--- src/rtl/lvt_2w1r_read_select.sv ---
// Live-value-table read selector for a 2-write/1-read memory built from two 1W1R banks.
// Define LVT_WRITE_FORWARD_EN to forward same-cycle write data to a matching read.
module lvt_2w1r_read_select #(
    parameter int ADDR_W = 5,
    parameter int DATA_W = 32,
    parameter int DEPTH  = 32
) (
    input  logic              clock,
    input  logic              reset,
    input  logic              we0,
    input  logic [ADDR_W-1:0] waddr0,
    input  logic [DATA_W-1:0] wdata0,
    input  logic              we1,
    input  logic [ADDR_W-1:0] waddr1,
    input  logic [DATA_W-1:0] wdata1,
    input  logic              rd_en,
    input  logic [ADDR_W-1:0] raddr,
    input  logic [DATA_W-1:0] bank0_rdata,
    input  logic [DATA_W-1:0] bank1_rdata,
    output logic [DATA_W-1:0] rdata,
    output logic              rd_valid,
    output logic              wr_conflict
);

    logic [DEPTH-1:0] lvt_reg;
    logic [DEPTH-1:0] lvt_next;
    logic             sel_reg;
    logic             rd_valid_reg;
    logic             wr_conflict_reg;

    // Port 1 takes priority when both ports hit the same entry.
    generate
        for (genvar gi = 0; gi < DEPTH; gi++) begin : g_lvt
            assign lvt_next[gi] = (we1 && (waddr1 == ADDR_W'(gi))) ? 1'b1 :
                                  (we0 && (waddr0 == ADDR_W'(gi))) ? 1'b0 :
                                  lvt_reg[gi];
        end
    endgenerate

    always_ff @(posedge clock) begin
        if (reset) begin
            lvt_reg         <= '0;
            sel_reg         <= 1'b0;
            rd_valid_reg    <= 1'b0;
            wr_conflict_reg <= 1'b0;
        end else begin
            lvt_reg         <= lvt_next;
            rd_valid_reg    <= rd_en;
            wr_conflict_reg <= we0 && we1 && (waddr0 == waddr1);
            // Sample the pre-write entry so the choice matches the banks' old-data read.
            if (rd_en) begin
                sel_reg <= lvt_reg[raddr];
            end
        end
    end

`ifdef LVT_WRITE_FORWARD_EN
    logic              fwd_hit_reg;
    logic [DATA_W-1:0] fwd_data_reg;

    always_ff @(posedge clock) begin
        if (reset) begin
            fwd_hit_reg  <= 1'b0;
            fwd_data_reg <= '0;
        end else if (rd_en && we1 && (waddr1 == raddr)) begin
            fwd_hit_reg  <= 1'b1;
            fwd_data_reg <= wdata1;
        end else if (rd_en && we0 && (waddr0 == raddr)) begin
            fwd_hit_reg  <= 1'b1;
            fwd_data_reg <= wdata0;
        end else begin
            fwd_hit_reg  <= 1'b0;
        end
    end

    always_comb begin
        rdata = '0;
        if (rd_valid_reg) begin
            if (fwd_hit_reg) begin
                rdata = fwd_data_reg;
            end else begin
                rdata = sel_reg ? bank1_rdata : bank0_rdata;
            end
        end
    end
`else
    // Write data only reaches the banks when forwarding is compiled out.
    logic unused_wdata;
    assign unused_wdata = ^{wdata0, wdata1};

    always_comb begin
        rdata = '0;
        if (rd_valid_reg) begin
            rdata = sel_reg ? bank1_rdata : bank0_rdata;
        end
    end
`endif

    assign rd_valid    = rd_valid_reg;
    assign wr_conflict = wr_conflict_reg;

endmodule

--- config.mk ---
export PLATFORM = sky130hd
export DESIGN_NAME = lvt_2w1r_read_select
export DESIGN_NICKNAME = d
export VERILOG_FILES = /design/src/rtl/lvt_2w1r_read_select.sv
export SDC_FILE = /design/constraint.sdc
export NUM_CORES = 1
export LEC_CHECK = 0
export BUFFER_PORTS_ARGS = -buffer_cell sky130_fd_sc_hd__buf_2
export CAP_MARGIN = 20
export CORE_MARGIN = 2
export CORE_UTILIZATION = 40
export DETAILED_ROUTE_END_ITERATION = 6
export GPL_TIMING_DRIVEN = 1
export HOLD_SLACK_MARGIN = 0.02
export PLACE_DENSITY = 0.9
export SLEW_MARGIN = 20
export SYNTH_ARGS = -nofsm -noshare
export SYNTH_HDL_FRONTEND = slang
export SYNTH_SLANG_ARGS = --single-unit
--- constraint.sdc ---
create_clock -name clock -period 2.1 [get_ports clock]
set_clock_uncertainty 0.05 [all_clocks]
set_input_delay 0.63 -clock clock [delete_from_list [all_inputs] [get_ports clock]]
set_output_delay 0.63 -clock clock [all_outputs]
set_load 0.005 [all_outputs]
=== Yosys cells after proc, flatten, opt, wreduce, memory -nomap -nowiden ===
Index checks and enable logic that the tools add are counted.

* Register bits: 35
* Input bits: 148
* Output and inout bits: 34
* Logic and storage cells: 267

* $lt $le $gt $ge: 1
* Equality and inequality tests: 63
* Multiplexer cells: 68
* Reduce and logical (&&, ||, !) cells: 100

{| class="wikitable"
|+ Operators by type and width
! cell !! number
|-
| $eq A5 B5 Y1 const B || 32
|-
| $eq A5 B4 Y1 const B || 16
|-
| $logic_and A1 B1 Y1 || 66
|-
| $mux W1 || 65
|-
| $mux W32 || 2
|-
| $reduce_bool A2 Y1 || 32
|-
| $eq A5 B3 Y1 const B || 8
|-
| $eq A5 B2 Y1 const B || 4
|-
| $eq A5 B1 Y1 const B || 2
|-
| $logic_not A5 Y1 || 2
|-
| $lt A5 B6 Y1 const B || 1
|-
| $bmux W1 S5 || 1
|-
| $eq A5 B5 Y1 || 1
|}

=== Depth between registers and ports, before layout ===
* Word-level depth: 4
* Mapped depth: 7

=== Worst setup path before layout ===
OpenSTA, ideal clock, no wires.

* Path kind: input port to flip-flop
* Start: input raddr[0]
* End: register sel_reg
* Library setup time: 88 ps
* Arrival time: 1620 ps
* Data required time: 1962 ps
* Slack: 342 ps
* Stages: 7
* Path buffers: 2
* Cells stage by stage: buf_6 -> buf_12 -> mux2i_1 -> a22o_1 -> a21oi_2 -> nand4b_1 -> a311oi_2

* Cells in the longest elaborated chain, start to end: 2

{| class="wikitable"
|+ RTL lines
! what !! line !! text
|-
| start, declared || 17 || <nowiki>input logic [ADDR_W-1:0] raddr,</nowiki>
|-
| $bmux W1 S5 || 52 || <nowiki>sel_reg <= lvt_reg[raddr];</nowiki>
|-
| $mux W1 (not written as such) || 52 ||
|-
| end signal, assigned || 52 ||
|-
| end, declared || 27 || <nowiki>logic sel_reg;</nowiki>
|}

No other way between the ends. The select of a mux whose other input is x is not followed.
A chain may end at the register's enable or synchronous reset.

=== Worst setup path in the final report ===
* Start: register sel_reg
* End: output rdata[20]

* Cells in the longest elaborated chain, start to end: 2

{| class="wikitable"
|+ RTL lines
! what !! line !! text
|-
| $mux W32 || 94 || <nowiki>rdata = sel_reg ? bank1_rdata : bank0_rdata;</nowiki>
|-
| $mux W32 || 93 || <nowiki>if (rd_valid_reg) begin</nowiki>
|-
| end, declared || 20 || <nowiki>output logic [DATA_W-1:0] rdata,</nowiki>
|}

No other way between the ends.

==> parameters.txt <==
Parameter                              Value

Timing
  Setup tns final ... 0 ps
  RSZ-0062 raised after global routing ... false
  Worst hold slack after final layout ... 426 ps
  Crit path time final ... about 2000 ps
  Hold violation count in the final report ... 0
  Relative slew slack ... 56.8%
  Fmax ... around 500 MHz
  Final setup vio count ... 0
  Pins Over Slew Limit ... 0
  Transition time at the pin with the least slew margin ... 649 ps
  Share of the clock period used by the worst path after layout ... 94.8%

Logic synthesis
  Count of unique library cells instantiated by Yosys ... 28
  Avg Cell Area, Syn ... 7.86 sq um
  Register bit total from synthesis ... 35
  Total number of yosys warnings ... 0
  Cell Area, Synth ... 2360 sq um
  Cell count after synthesis ... 300
  Synthesized Nets ... 448
  Sequential-to-total area share from yosys stat ... 29.7%

Outcome
  Result of the run ... finished, final reports clean

Finish
  Largest register FFs ... 32
  Summed area of non-filler cells in the final layout ... between 3000 and 4000 sq um
  N_diodes ... 0
  Ratio of cells with drive above 1 in the final layout ... around a third
  Signed area change from the synthesized netlist to the final layout ... 32.9%
  Util after Layout ... 55.9%
  Final layout net count ... about 560

Pwr
  Portion of total power attributed to the clock network ... about a third
  Net Sw Power ... around 0.44 mW
  Gate power share ... a little under a quarter
  Net switching share of the total power ... between 20% and 30%
  Max rail drop VDD ... 0.000327 V
  Power per unit of standard cell area ... slightly above 500 nW/um^2
  Internal cell power ... 1.16 mW
  Leakage ... 1.34 nW
  Sequential share of power ... 42.4%

Worst hold path
  Worst hold start ... lvt_reg[29]
  Path category of the worst min-delay check ... reg -> reg

Clock tree
  Clock buffer count from CTS ... 5
  Clock Pin Slew Worst Setup and Hold Paths ... 70 ps
  Worst skew pair latency ... 290 ps
  Number of buffers on the longest clock path ... 2
  H-Tree Depth ... 2
  Root buffer cell ... clkbuf_8
  CTS tree ... yes
  Post-CTS Resized ... 0
  Cts-stage hold buffer count ... 0
  Number of sinks driven by the clock tree ... 35

Die
  Site Rows ... 27
  Die Outline Area ... around 6500 sq um
  Vertical extent of the die ... 80.8 microns
  Top-level I/O count ... 182
  Initial standard-cell utilization of the core ... 42.1%
  Width of the die ... 80.8 microns
  Core box area ... 5610 sq um

GRT
  Wire length of the first global-routing pass ... 10900 microns
  Initial antenna violation count ... 0
  Via count of the first global-routing pass ... about 2400
  Met3 Usage GRT ... 6.11%
  All-Layer GR Usage ... 21.7%
  Most used routing layer ... met2
  Total overflow reported by the global router ... 0
  Met1 Usage GRT ... 22.9%
  Largest net degree at the start of global routing ... 36
  Met2 Usage GRT ... between 30 and 40%

Worst setup path
  Launching element of the worst setup path ... sel_reg
  Max Fanout on Critical Path ... 16
  Top delay family on crit path ... flip-flops
  Startpoint type of the worst setup path ... register
  Slowest-stage cell, CP ... dfxtp_2
  Arrival time at the worst endpoint ... 1310 ps
  CP Buf/Inv Count ... 2
  Worst setup EP type ... primary output
  Reg-to-Reg Start ... lvt_reg[7]
  Worst endpoint required time ... between 1000 and 1500 ps
  List of cells traversed by the critical path ... buf_12, mux2i_1, nor2b_1, buf_2
  Critical setup path kind ... reg -> out
  Peak per-stage delay on the critical path ... between 300 and 400 ps

Drt
  Total number of vias ... 2649
  Number of remaining DRC errors ... 0
  Wire length per cell after detailed routing ... 15.5 microns
  Ratio of routed vias to standard cells ... 5.45
  Routed Antenna Nets ... 0
  Number of DRC markers after the initial detailed-route iteration ... 112
  Total length of routed wires ... about 7600 microns
  Total iterations of the first detailed-routing run ... 4

Placement
  Placed cell areas ... 3010 sq um
  Final weighted congestion in routability-driven placement ... 0.866
  Detail Placement HPWL ... about 5800 microns
  Quantity of I/O buffers inserted on ports ... approximately 120

Job
  Max-cap check violation count ... 0
## synthesized netlist by cell type
cell type / number / share of area, %
nand3_1: 13 / 2.8
a311oi_2: 1 / 0.64
nor2_1: 7 / 1.1
and2_1: 1 / 0.27
mux2i_1: 48 / 20
o21ai_0: 32 / 6.8
and3_1: 1 / 0.27
a22oi_1: 3 / 0.95
buf_12: 1 / 0.85
a21oi_1: 34 / 7.2
dfxtp_1: 35 / 30
or2_2: 2 / 0.53
xnor2_1: 4 / 1.5
nor4_1: 1 / 0.27
nor2b_1: 44 / 12
a22o_1: 1 / 0.37
buf_6: 1 / 0.48
a21oi_2: 1 / 0.37
nand3b_1: 2 / 0.64
nand4_1: 2 / 0.53
nand4b_1: 3 / 1.1
a211oi_1: 1 / 0.32
nor3_1: 2 / 0.42
nand2b_1: 7 / 1.9
buf_2: 7 / 1.5
clkbuf_1: 10 / 1.6
xor2_1: 1 / 0.37
nand2_1: 35 / 5.6
## final cells by class
type	instances	area (sq um)
repair buffers	125	688
flip-flops and latches	35	702
multi-input cells	246	1550
clock buffers	8	100
fillers	525	2470
well taps	72	90.1
## power groups by stage
| stage | combinational [mW] | sequential (mW) | clock, mW |
|---|---|---|---|
| after floorplan | 0.211 | 0.693 | 0 |
| after global placement | 0.360 | 0.694 | 0 |
| after detailed placement | 0.370 | 0.695 | 0 |
| after CTS | 0.371 | 0.679 | 0.549 |
| after global routing | 0.414 | 0.682 | 0.576 |
| final | 0.380 | 0.681 | 0.545 |
## cell usage in the layout, fill, tap and decap left out, types with 2 or more instances in the layout
cell,count
a21oi_1,34
buf_2,117
nor2b_1,44
nor2_1,7
or2_2,2
nand3_1,13
nand4b_1,3
nor3_1,2
dfxtp_1,34
o21ai_0,32
buf_4,5
mux2i_1,48
nand2_1,35
xnor2_1,4
nand2b_1,7
buf_12,2
clkbuf_8,7
a22oi_1,3
nand3b_1,2
nand4_1,2
## path summary, 6_finish.rpt
path         slack, ps     endpoint  cells past startpoint
max                110    rdata[20]                      4
min                430  lvt_reg[29]                      2
max reg2reg        800      sel_reg                      5
min reg2reg        430  lvt_reg[29]                      2
## worst reg2reg max path, cell delays in order (launching register included)
cell and delay [ps]:
dfxtp_1 330, mux2i_1 80, a211oi_1 230, nand3_1 100
and3_1 190, a311oi_2 240
## repair_timing
item / in CTS / in global routing
setup endpoints to repair: 0 / 3
hold endpoints to repair: 0 / 0
setup buffers: 0 / 0
## kinds of logic (layout without fill, tap and decap cells)
group | after synthesis | count (layout) | share of synthesized area [%]
xor gates and xnor gates | 5 | 5 | 1.86
DFF | 35 | 35 | 29.7
and+or+nand+nor | 120 | 120 | 27.0
muxes | 48 | 48 | 20.4
AOI/OAI and AO/OA | 73 | 73 | 16.7
buffers and inverters | 19 | 133 | 4.40
## per-layer routing
layer  part of all wire, %  wire [microns]
met3                    11             813
met2                    49            3720
met4                   3.9             291
met1                    36            2730
met5                     0               0
## stage by stage
stage / worst slack (ps) / total power [mW] / instances
5_1_grt: 26.3 / 1.67 / 486
3_5_place_dp: 145 / 1.06 / 477
4_1_cts: 83.2 / 1.60 / 485
3_3_place_gp: 168 / 1.05 / 477
2_1_floorplan: 342 / 0.904 / 300
6_report: 109 / 1.61 / 486
No activity file was read; power rests on OpenSTA's default activity.
